## config.mk

```make
export PLATFORM = sky130hd
export DESIGN_NAME = uart_transmitter
export DESIGN_NICKNAME = d
export VERILOG_FILES = /design/src/rtl/uart_transmitter.sv
export SDC_FILE = /design/constraint.sdc
export NUM_CORES = 1
export LEC_CHECK = 0
export BUFFER_PORTS_ARGS = -buffer_cell sky130_fd_sc_hd__buf_2
export CAP_MARGIN = 20
export CORE_MARGIN = 3
export CORE_UTILIZATION = 51
export DETAILED_ROUTE_END_ITERATION = 6
export PLACE_DENSITY_LB_ADDON = 0.08
export SLEW_MARGIN = 20
export SYNTH_ARGS = -nofsm -noshare
export SYNTH_HDL_FRONTEND = slang
export SYNTH_SLANG_ARGS = --single-unit
```

## constraint.sdc

```tcl
create_clock -name clk -period 1.4 [get_ports clk]
set_input_delay 0.28 -clock clk [delete_from_list [all_inputs] [get_ports clk]]
set_output_delay 0.28 -clock clk [all_outputs]
set_load 0.1 [all_outputs]
```

## src/rtl/uart_transmitter.sv

```systemverilog
// 8-N-1 UART transmitter with a registered serial line, busy flag and done pulse.
// Optional even parity bit between data and stop when UART_TX_PARITY_EN is defined.
module uart_transmitter #(
    parameter int CLKS_PER_BIT = 87
) (
    input  logic       clk,
    input  logic       rst,
    input  logic       tx_start,
    input  logic [7:0] tx_byte,
    output logic       tx,
    output logic       tx_busy,
    output logic       tx_done
);

    localparam int unsigned CNT_W = (CLKS_PER_BIT > 1) ? $clog2(CLKS_PER_BIT) : 1;
    localparam logic [CNT_W-1:0] CNT_MAX = CNT_W'(CLKS_PER_BIT - 1);

    typedef enum logic [2:0] {
        IDLE   = 3'd0,
        START  = 3'd1,
        DATA   = 3'd2,
`ifdef UART_TX_PARITY_EN
        PARITY = 3'd3,
`endif
        STOP   = 3'd4
    } state_t;

    state_t           state;
    logic [CNT_W-1:0] cnt;
    logic [2:0]       bit_idx;
    logic [7:0]       shreg;
`ifdef UART_TX_PARITY_EN
    logic             parity_bit;
`endif

    // Frame sequencer; tx is loaded one edge ahead so it stays a clean flop output.
    always_ff @(posedge clk or posedge rst) begin
        if (rst) begin
            state      <= IDLE;
            tx         <= 1'b1;
            tx_busy    <= 1'b0;
            tx_done    <= 1'b0;
            cnt        <= '0;
            bit_idx    <= '0;
            shreg      <= '0;
`ifdef UART_TX_PARITY_EN
            parity_bit <= 1'b0;
`endif
        end else begin
            tx_done <= 1'b0;
            case (state)
                IDLE: begin
                    tx <= 1'b1;
                    if (tx_start) begin
                        shreg   <= tx_byte;
                        cnt     <= '0;
                        bit_idx <= '0;
                        tx      <= 1'b0;
                        tx_busy <= 1'b1;
                        state   <= START;
`ifdef UART_TX_PARITY_EN
                        parity_bit <= ^tx_byte;
`endif
                    end
                end

                START: begin
                    if (cnt == CNT_MAX) begin
                        cnt   <= '0;
                        tx    <= shreg[0];
                        state <= DATA;
                    end else begin
                        cnt <= cnt + CNT_W'(1);
                    end
                end

                DATA: begin
                    if (cnt == CNT_MAX) begin
                        cnt   <= '0;
                        shreg <= {1'b0, shreg[7:1]};
                        if (bit_idx == 3'd7) begin
`ifdef UART_TX_PARITY_EN
                            tx    <= parity_bit;
                            state <= PARITY;
`else
                            tx    <= 1'b1;
                            state <= STOP;
`endif
                        end else begin
                            bit_idx <= bit_idx + 3'd1;
                            tx      <= shreg[1];
                        end
                    end else begin
                        cnt <= cnt + CNT_W'(1);
                    end
                end

`ifdef UART_TX_PARITY_EN
                PARITY: begin
                    if (cnt == CNT_MAX) begin
                        cnt   <= '0;
                        tx    <= 1'b1;
                        state <= STOP;
                    end else begin
                        cnt <= cnt + CNT_W'(1);
                    end
                end
`endif

                STOP: begin
                    tx <= 1'b1;
                    if (cnt == CNT_MAX) begin
                        cnt     <= '0;
                        tx_busy <= 1'b0;
                        tx_done <= 1'b1;
                        state   <= IDLE;
                    end else begin
                        cnt <= cnt + CNT_W'(1);
                    end
                end

                default: begin
                    tx      <= 1'b1;
                    tx_busy <= 1'b0;
                    cnt     <= '0;
                    state   <= IDLE;
                end
            endcase
        end
    end

endmodule
```

==> results of run 1 <==
-- kinds of logic (layout without fill, tap and decap cells) --
group           after synthesis  count (layout)  synth area share (%)
compound gates               35              35                 19.77
fa+ha+maj                     4               4                 3.857
xor+xnor                      1               1                0.6751
simple gates                 41              42                 20.06
mux                           5               5                 4.243
buf+inv                      13              47                 5.014
flops                        24              24                 46.38
-- power groups by stage --
stage	registers (mW)	clock network [mW]	logic, mW
3_3_place_gp	1.10	0	0.999
3_5_place_dp	1.12	0	1.04
6_report	1.09	0.511	1.06
5_1_grt	1.13	0.556	1.15
4_1_cts	1.10	0.521	1.06
2_1_floorplan	1.30	0	0.466
-- metal layers --
metal	routed length (µm)	share of wire, %	vias to the layer above
li1	-	-	518
met2	1349	50	29
met4	66	2.5	0
met1	1163	43	508
met5	0	0	-
met3	106	3.9	6
-- critical path, delay by kind of cell, from the launching register on --
| kind | cells | cell delay (ps) |
|---|---|---|
| mux | 2 | 440 |
| flops | 1 | 560 |
| compound gates | 1 | 210 |
| buf+inv | 1 | 190 |
-- timing repair --
item | 4_1_cts | 5_1_grt
endpoints found under the setup margin | 19 | 23
pin swaps | 1 | 3
resized for setup | 2 | 1
hold buffers | 1 | 0
setup buffers | 0 | 1
hold endpoints to repair | 5 | 0
gates cloned | 1 | 0
-- how the worst min path moves through the flow --
stage | start | to | slack, ps | cells past startpoint
3_5_place_dp | rst | shreg[7] | 230 | 2
5_1_grt | tx_byte[7] | shreg[7] | 190 | 3
6_report | tx_byte[7] | shreg[7] | 180 | 3
3_3_place_gp | rst | shreg[7] | 240 | 2
2_1_floorplan | rst | bit_idx[0] | 290 | 1
4_1_cts | tx_byte[7] | shreg[7] | 170 | 3
-- cell usage after synthesis (2+ instances only) --
cell | number | area [µm²]
dfrtp_1 | 23 | 575.6
o22ai_1 | 2 | 12.51
nand2_1 | 12 | 45.04
o21a_1 | 7 | 52.55
ha_1 | 4 | 50.05
a21oi_1 | 4 | 20.02
nor2_4 | 2 | 22.52
nand3_1 | 10 | 50.05
nand2_2 | 2 | 12.51
inv_1 | 9 | 33.78
nor2_1 | 4 | 15.01
mux2i_1 | 4 | 40.04
a31oi_1 | 2 | 12.51
o21ai_0 | 6 | 30.03
o22a_1 | 7 | 61.31
buf_4 | 2 | 15.01
-- cell type report --
cell class / instances / area share (%)
multi-input cells: 87 / 40.17
flip-flops and latches: 24 / 37.31
repair buffers: 34 / 15.02
well taps: 28 / 2.167
inverters: 9 / 2.090
clock inverters: 1 / 1.858
clock buffers: 3 / 1.393
-- registers in the layout, summed over array words and instances (netlist names) --
register / count
tx: 1
cnt: 7
bit_idx: 3
tx_busy: 1
tx_done: 1
shreg: 8
state: 3
-- metrics by stage --
stage	utilization, %	hold WS, ps	setup TNS, ps
after floorplan	-	293.9	0
after detailed placement	65.79	232.9	-628.6
after global routing	69.72	187.5	-2928
after global placement	65.79	235.4	-155.6
final	69.72	181.9	-696.5
after CTS	69.35	171.4	-925.5
==> impl_metrics.csv, run 1 <==
group,metric,value,unit
cells_and_area,fin_cells,186,
floorplanning,rows,17,
critical_path,r2r_setup_slack,-90,ps
logic_synthesis,syn_area_per_cell,10.55,µm²
power,clock_power_share,19.2,%
global_routing,grt_use_met3,3.448,%
placement,dp_slack,-66.78,ps
power,power.density,1647,mW/mm²
power,peakVddDrop,1.157,mV
run_status,violations,"setup timing",
clock_network,clockRootBuffer,"clkbuf_4",
logic_synthesis,synth.distinct_cells,39,
clock_network,cts_tree,"done",
placement,gp_congestion,0.8072,
sta,hold_viol,0,
cells_and_area,multiInputGateArea,649.4,µm²
route,vias_per_cell,5.704,
placement,placed_cells,179,
global_routing,grt_pass1_vias,1027,
critical_path,crit_fanout,6,
critical_path,end_kind,"flop",
sta,slew_headroom,67.96,%
route,wire_per_inst,14.44,µm
run_status,status,"finished with violations",
global_routing,grt_pass1_wl,4.692,mm
cells_and_area,layout_commonest_cell,"dfrtp_1",
critical_path,crit_end,"cnt[3]",
critical_path,arrival,1710,ps
critical_path,crit_chain,"buf_4 > mux2_4 > a21oi_1 > mux2i_1",
sta,finalCritPeriodShare,106.7,%
power,seqPwrFrac,41.1,%
global_routing,met2_usage,31.68,%
clock_network,cts_buffers,3,
route,firstDrtPassIters,5,
global_routing,grt_max_degree,15,
logic_synthesis,syn-cell-area,0.001297,mm²
floorplanning,die_area,0.003185,mm²
sta,period_minus_slack,1493,ps
min_path,worstHoldPathType,"in -> reg",
clock_network,cts_sinks,24,
logic_synthesis,ys_ff_latch,24,
route,drc,0,
global_routing,antenna_found_initial,0,
route,finalWirelength,2.686,mm
cells_and_area,syn2layout_area_growth,24.59,%
cells_and_area,fill_cells,184,
power,power.switching,0.9516,mW
critical_path,crit_slowest_cell,"dfrtp_1",
sta,tightest_slew,483.9,ps
clock_network,clk_latency,320,ps
power,internal_power,1.712,mW
cells_and_area,layout_common_cells,"22 x dfrtp_1, 21 x buf_4, 12 x nand2_1",
logic_synthesis,ys_seq_area_share,46.38,%
floorplanning,ioPinCount,14,
floorplanning,dieWidth,56.44,µm
power,power,2.663,mW
placement,port_buffers,13,
critical_path,cp.required,1620,ps
global_routing,gr-usage-met1,23.24,%
critical_path,crit_type,"reg -> reg",
cells_and_area,antenna_cells,0,
logic_synthesis,yosysWarnings,0,
cells_and_area,fin_area,0.001617,mm²
floorplanning,start_util,55.96,%
sta,finalClockSkew,4.065,ps
floorplanning,coreArea,0.002318,mm²
placement,dp.final_hpwl,1.982,mm
route,first_iter_violations,28,
cells_and_area,drive_gt1_share,33.54,%
sta,drv_slew,0,
critical_path,r2r_cells,4,
global_routing,grt_use_total,18.92,%
route,postRouteAntennaNets,0,
job,max-cap-violations,0,
power,p_sw_share,35.73,%
logic_synthesis,synth_cells,123,
critical_path,reg2reg_to,"cnt[3]",
power,p_comb_share,39.7,%
floorplanning,die_y,56.44,µm
logic_synthesis,synth_flop_cell,"dfrtp_1",
sta,rsz0062_at_grt,"true",
cells_and_area,seq_area,603.1,µm²
cells_and_area,nets,174,
critical_path,startpoint_type,"flop",
critical_path,rr_startpoint,"state[2]",
route,vias,1061,
global_routing,grt_overflow,0,
logic_synthesis,async_flop_share,100.0,%
sta,worst_slack,-93.23,ps
clock_network,h-tree-depth,1,
critical_path,slowest_delay,560,ps
critical_path,startpoint,"state[2]",
power,power.leakage,0.7436,nW
global_routing,busiest_layer,"met2",
clock_network,clockBufferDepth,2,
sta,finalSetupViolations,19,
logic_synthesis,synth_enable_flop_cells,0,
clock_network,path_clk_slew,140,ps
logic_synthesis,syn_nets,138,
placement,dpl_cell_area,0.001525,mm²
sta,max_freq,669.7,MHz
Power figures use the tool's default switching activity.
==> run 2: changes to the inputs <==
==> constraint.sdc (replaced) <==
create_clock -name clk -period 1.3 [get_ports clk]
set_input_delay 0.26 -clock clk [delete_from_list [all_inputs] [get_ports clk]]
set_output_delay 0.26 -clock clk [all_outputs]
set_load 0.1 [all_outputs]
==> run 2 against run 1 <==
Against the previous run:
- the flow still finishes with violations (setup timing)
- final cell count up 1.1%
- clock-buffer cell count up 1
- global-route usage down 1.1 points
- largest cell class unchanged
- clock power down 21%
- combinational power up 8%
- via count down 1.9%
- first-iteration DRC count down 3.6%
- non-clock buffer count up 2
- core utilization up 2.2 points
- sequential power up 10%
==> impl_metrics.csv, run 2 (synthesis gave the netlist of run 1 again) <==
group,metric,value,unit
cells_and_area,top_regs,"shreg (8), cnt (7)",
sta,finalSetupViolations,25,
route,finalWirelength,2.506,mm
power,power.switching,1.017,mW
placement,port_buffers,13,
route,firstDrtPassIters,4,
critical_path,arrival,1700,ps
critical_path,crit_type,"reg -> reg",
sta,hold_viol,0,
sta,period_minus_slack,1467,ps
sta,fin_tns_setup,-2871,ps
clock_network,cts_tree,"done",
floorplanning,dieWidth,56.44,µm
floorplanning,die_area,0.003185,mm²
sta,finalClockSkew,8.358,ps
floorplanning,rows,17,
route,vias,1041,
cells_and_area,antenna_cells,0,
job,max-cap-violations,0,
run_status,status,"finished with violations",
clock_network,clockBufferDepth,2,
min_path,worstHoldPathType,"in -> reg",
cells_and_area,nets,176,
placement,gp_congestion,0.7620,
global_routing,grt_pass1_wl,4.505,mm
cells_and_area,layout_commonest_cell,"dfrtp_1",
sta,tightest_slew,319.6,ps
power,clock_power_share,14.8,%
power,seqPwrFrac,43.5,%
cells_and_area,syn2layout_area_growth,28.45,%
floorplanning,start_util,55.96,%
sta,rsz0062_at_grt,"true",
cells_and_area,drive_gt1_share,34.38,%
route,vias_per_cell,5.537,
cells_and_area,layout_common_cells,"23 x dfrtp_1, 20 x buf_4, 12 x nand2_1",
power,p_sw_share,36.94,%
sta,max_freq,681.5,MHz
clock_network,clk_latency,320,ps
critical_path,r2r_cells,6,
clock_network,cts_buffers,3,
power,peakVddDrop,1.579,mV
sta,finalCritPeriodShare,112.9,%
clock_network,cts_sinks,24,
clock_network,clockRootBuffer,"clkbuf_4",
global_routing,grt_use_total,17.78,%
critical_path,crit_end,"shreg[0]",
clock_network,path_clk_slew,140,ps
critical_path,startpoint_type,"flop",
power,power,2.753,mW
sta,drv_slew,0,
floorplanning,die_y,56.44,µm
floorplanning,ioPinCount,14,
critical_path,crit_fanout,5,
clock_network,h-tree-depth,1,
global_routing,antenna_found_initial,0,
global_routing,grt_max_degree,25,
route,first_iter_violations,27,
cells_and_area,fill_cells,182,
placement,dp.final_hpwl,1.856,mm
power,power.leakage,0.7570,nW
critical_path,cp.required,1530,ps
floorplanning,coreArea,0.002318,mm²
route,postRouteAntennaNets,0,
global_routing,grt_overflow,0,
run_status,violations,"setup timing",
critical_path,r2r_setup_slack,-170,ps
critical_path,startpoint,"cnt[0]",
global_routing,grt_pass1_vias,1043,
critical_path,rr_startpoint,"cnt[0]",
critical_path,end_kind,"flop",
sta,slew_headroom,78.60,%
route,drc,0,
cells_and_area,largest_reg_flops,8,
cells_and_area,top_register,"shreg",
critical_path,crit_slowest_cell,"dfrtp_1",
critical_path,crit_chain,"inv_1 > ha_1 > and4b_4 > nand4_2 > o22a_1 > o21a_1",
sta,worst_slack,-167.3,ps
critical_path,reg2reg_to,"shreg[0]",
critical_path,slowest_delay,410,ps
power,internal_power,1.736,mW
route,wire_per_inst,13.33,µm
power,power.density,1652,mW/mm²
power,p_comb_share,41.8,%
[run 2: power by group through the flow]
stage | clock (mW) | combinational, mW | sequential [mW]
6_report | 0.406 | 1.15 | 1.20
5_1_grt | 0.458 | 1.24 | 1.23
4_1_cts | 0.412 | 1.15 | 1.20
3_5_place_dp | 0 | 1.14 | 1.21
3_3_place_gp | 0 | 1.10 | 1.20
2_1_floorplan | 0 | 0.503 | 1.40
[run 2: final cells by class]
type                    instances  area (µm²)  share of cell area [%]
flip-flops and latches         24       601.8                   36.11
clock buffers                   4       36.28                   2.177
inverters                       9       33.78                   2.027
multi-input cells              87       666.9                   40.02
well taps                      28       35.03                   2.102
repair buffers                 36       292.8                   17.57
[run 2: metrics by stage]
stage / setup slack, ps / instance area, µm² / std cells / utilization, % / hold slack, ps
after floorplan: -97.52 / 1303 / 123 / - / 273.9
after global placement: -121.0 / 1570 / 181 / 67.73 / 313.4
after detailed placement: -187.2 / 1570 / 181 / 67.73 / 331.7
after CTS: -198.3 / 1654 / 188 / 71.34 / 169.1
after global routing: -255.0 / 1667 / 188 / 71.88 / 168.3
final: -167.3 / 1667 / 188 / 71.88 / 167.3
[run 2: worst min path at each step]
stage | to | depth (start not counted) | start | slack [ps]
after floorplan | bit_idx[0] | 1 | rst | 270
after global placement | shreg[6] | 3 | rst | 310
after detailed placement | shreg[6] | 3 | rst | 330
after CTS | shreg[7] | 3 | tx_byte[7] | 170
after global routing | shreg[7] | 3 | tx_byte[7] | 170
final | shreg[7] | 3 | tx_byte[7] | 170
[run 2: repair_timing]
action                                  in CTS  in global routing
hold buffers                                 1                  0
setup buffers                                1                  0
cloned                                       1                  0
resized for setup                            2                  3
pin swaps                                    7                  2
endpoints found under the setup margin      24                 25
endpoints found under the hold margin       23                  0
[run 2: per-layer routing]
layer  GRT usage, %  routed length (µm)  vias up
met4          9.153                  51        0
li1               -                   -      523
met1          21.77                1155      499
met3          2.759                  61        5
met2          29.87                1238       14
met5              0                   0        -
[run 2: worst max-delay path, delay by kind of cell (launching register included)]
| family | cells | cell delay [ps] |
|---|---|---|
| simple gates | 2 | 450 |
| flops | 1 | 410 |
| buf+inv | 1 | 60 |
| compound gates | 2 | 320 |
| fa+ha+maj | 1 | 130 |
==> run 3: changes to the inputs <==
--- a/config.mk
+++ b/config.mk
@@ -10,7 +10,7 @@
 export CORE_MARGIN = 3
 export CORE_UTILIZATION = 51
 export DETAILED_ROUTE_END_ITERATION = 6
-export PLACE_DENSITY_LB_ADDON = 0.08
+export PLACE_DENSITY = 0.77
 export SLEW_MARGIN = 20
 export SYNTH_ARGS = -nofsm -noshare
 export SYNTH_HDL_FRONTEND = slang
==> run 3 against run 2 <==
Against the previous run:
- clock skew shrank 0.91 ps
- non-clock buffer count grew 6
- final cell count grew 3.2%
- highest routed layer unchanged
- combinational power grew 18%
- critical path depth is the same
- critical endpoint is now shreg[2]
- setup slack lost 62 ps
- sequential share of layout area shrank 2.6 points
- worst hold slack lost 17 ps
- largest power group is now combinational logic
- clock-buffer cell count shrank 1
- flip-flop and latch count is the same
- the run still ends with setup timing left
- global-route usage grew 2.0 points
==> impl_metrics.csv, run 3 (synthesis gave the netlist of run 1 again) <==
group,metric,value,unit
run_status,status,"finished with violations",
run_status,violations,"setup timing",
job,max-cap-violations,0,
global_routing,grt_max_degree,25,
route,vias,1098,
critical_path,cp.required,1550,ps
placement,dp_slack,-203.8,ps
power,internal_power,1.977,mW
floorplanning,die_area,0.003185,mm²
sta,fin_tns_setup,-3222,ps
clock_network,clockRootBuffer,"clkbuf_4",
placement,gp_congestion,0.7942,
global_routing,grt_pass1_wl,4.968,mm
floorplanning,coreArea,0.002318,mm²
cells_and_area,antenna_cells,0,
cells_and_area,seq_area,605.6,µm²
clock_network,clockBufferDepth,2,
route,drc,0,
power,p_comb_share,43.8,%
power,power.leakage,0.8063,nW
power,clock_power_share,18.0,%
clock_network,h-tree-depth,1,
sta,finalCritPeriodShare,117.7,%
power,power.density,1718,mW/mm²
power,peakVddDrop,1.295,mV
clock_network,clk_latency,330,ps
clock_network,cts_buffers,3,
route,vias_per_cell,5.660,
global_routing,antenna_found_initial,0,
min_path,worstHoldPathType,"in -> reg",
critical_path,startpoint_type,"flop",
sta,finalSetupViolations,25,
power,seqPwrFrac,38.3,%
power,power.switching,1.126,mW
floorplanning,rows,17,
cells_and_area,drive_gt1_share,43.98,%
cells_and_area,largest_reg_flops,8,
placement,dp.final_hpwl,2.012,mm
route,first_iter_violations,21,
floorplanning,ioPinCount,14,
cells_and_area,fill_cells,133,
cells_and_area,fin_area,0.001805,mm²
sta,hold_viol,0,
floorplanning,dieWidth,56.44,µm
cells_and_area,nets,182,
sta,period_minus_slack,1530,ps
cells_and_area,fin_cells,194,
critical_path,crit_fanout,5,
global_routing,grt_overflow,0,
cells_and_area,top_register,"shreg",
route,wire_per_inst,15.05,µm
clock_network,cts_sinks,24,
critical_path,crit_type,"reg -> reg",
sta,max_freq,653.7,MHz
route,firstDrtPassIters,5,
clock_network,cts_tree,"done",
global_routing,grt_pass1_vias,1085,
sta,finalClockSkew,7.443,ps
global_routing,grt_use_total,19.79,%
cells_and_area,syn2layout_area_growth,39.15,%
floorplanning,start_util,55.96,%
cells_and_area,multiInputGateArea,716.9,µm²
sta,rsz0062_at_grt,"true",
cells_and_area,top_regs,"shreg (8), cnt (7)",
placement,placed_cells,183,
cells_and_area,layout_commonest_cell,"buf_4",
cells_and_area,layout_common_cells,"22 x buf_4, 20 x dfrtp_1, 10 x nand2_1, 10 x buf_2",
sta,drv_slew,0,
critical_path,arrival,1770,ps
placement,port_buffers,13,
power,p_sw_share,36.28,%
critical_path,end_kind,"flop",
floorplanning,die_y,56.44,µm
sta,tightest_slew,344.2,ps
route,finalWirelength,2.919,mm
sta,slew_headroom,76.95,%
sta,worst_slack,-229.7,ps
sta,hold_ws,150.0,ps
placement,dpl_cell_area,0.001598,mm²
route,postRouteAntennaNets,0,
clock_network,path_clk_slew,140,ps
## run 3: through the flow
step           util, %  power [mW]
5_1_grt          77.87       3.292
2_1_floorplan        -       1.901
6_report         77.87       3.102
3_5_place_dp     68.92       2.366
4_1_cts          73.83       2.978
3_3_place_gp     68.92       2.310
## run 3: power groups by stage
stage          clock network [mW]  logic [mW]  registers, mW
2_1_floorplan                   0       0.503           1.40
3_3_place_gp                    0        1.13           1.18
3_5_place_dp                    0        1.17           1.20
4_1_cts                     0.560        1.24           1.18
5_1_grt                     0.596        1.48           1.22
6_report                    0.557        1.36           1.19
## run 3: cell type report
| class | count | share of cell area (%) |
|---|---|---|
| Clock buffer | 3 | 1.247 |
| Clock inverter | 1 | 1.663 |
| Inverter | 9 | 1.871 |
| Multi-Input combinational cell | 87 | 39.71 |
| Sequential cell | 24 | 33.54 |
| Tap cell | 28 | 1.940 |
| Timing Repair Buffer | 42 | 20.03 |
## run 3: what timing repair did
item	4_1_cts	5_1_grt
pin swaps	7	6
resized for setup	5	19
setup buffers	2	5
gates cloned	1	0
endpoints found under the hold margin	23	0
hold buffers	1	0
endpoints found under the setup margin	24	25
## run 3: final timing paths
kind,from,cells past startpoint,slack [ps],endpoint
max,cnt[0],6,-230,shreg[2]
min,tx_byte[7],3,150,shreg[7]
max reg2reg,cnt[0],6,-230,shreg[2]
min reg2reg,shreg[2],1,510,shreg[2]
max in group asynchronous,rst,4,520,tx
min in group asynchronous,rst,4,490,cnt[1]
## run 3: critical path, stage by stage (launching register included)
cell	delay (ps)
dfrtp_1	410
inv_1	70
ha_1	140
and4b_4	290
nand4_2	200
o22a_1	240
o21a_1	100
## run 3: routing by layer
layer / up-vias / track usage (%) / wire length [µm] / part of all wire [%]
met1: 533 / 24.82 / 1296 / 44
li1: 535 / - / - / -
met2: 25 / 33.83 / 1481 / 51
met3: 5 / 2.529 / 90 / 3.1
met5: - / 0 / 0 / 0
met4: 0 / 8.475 / 51 / 1.7
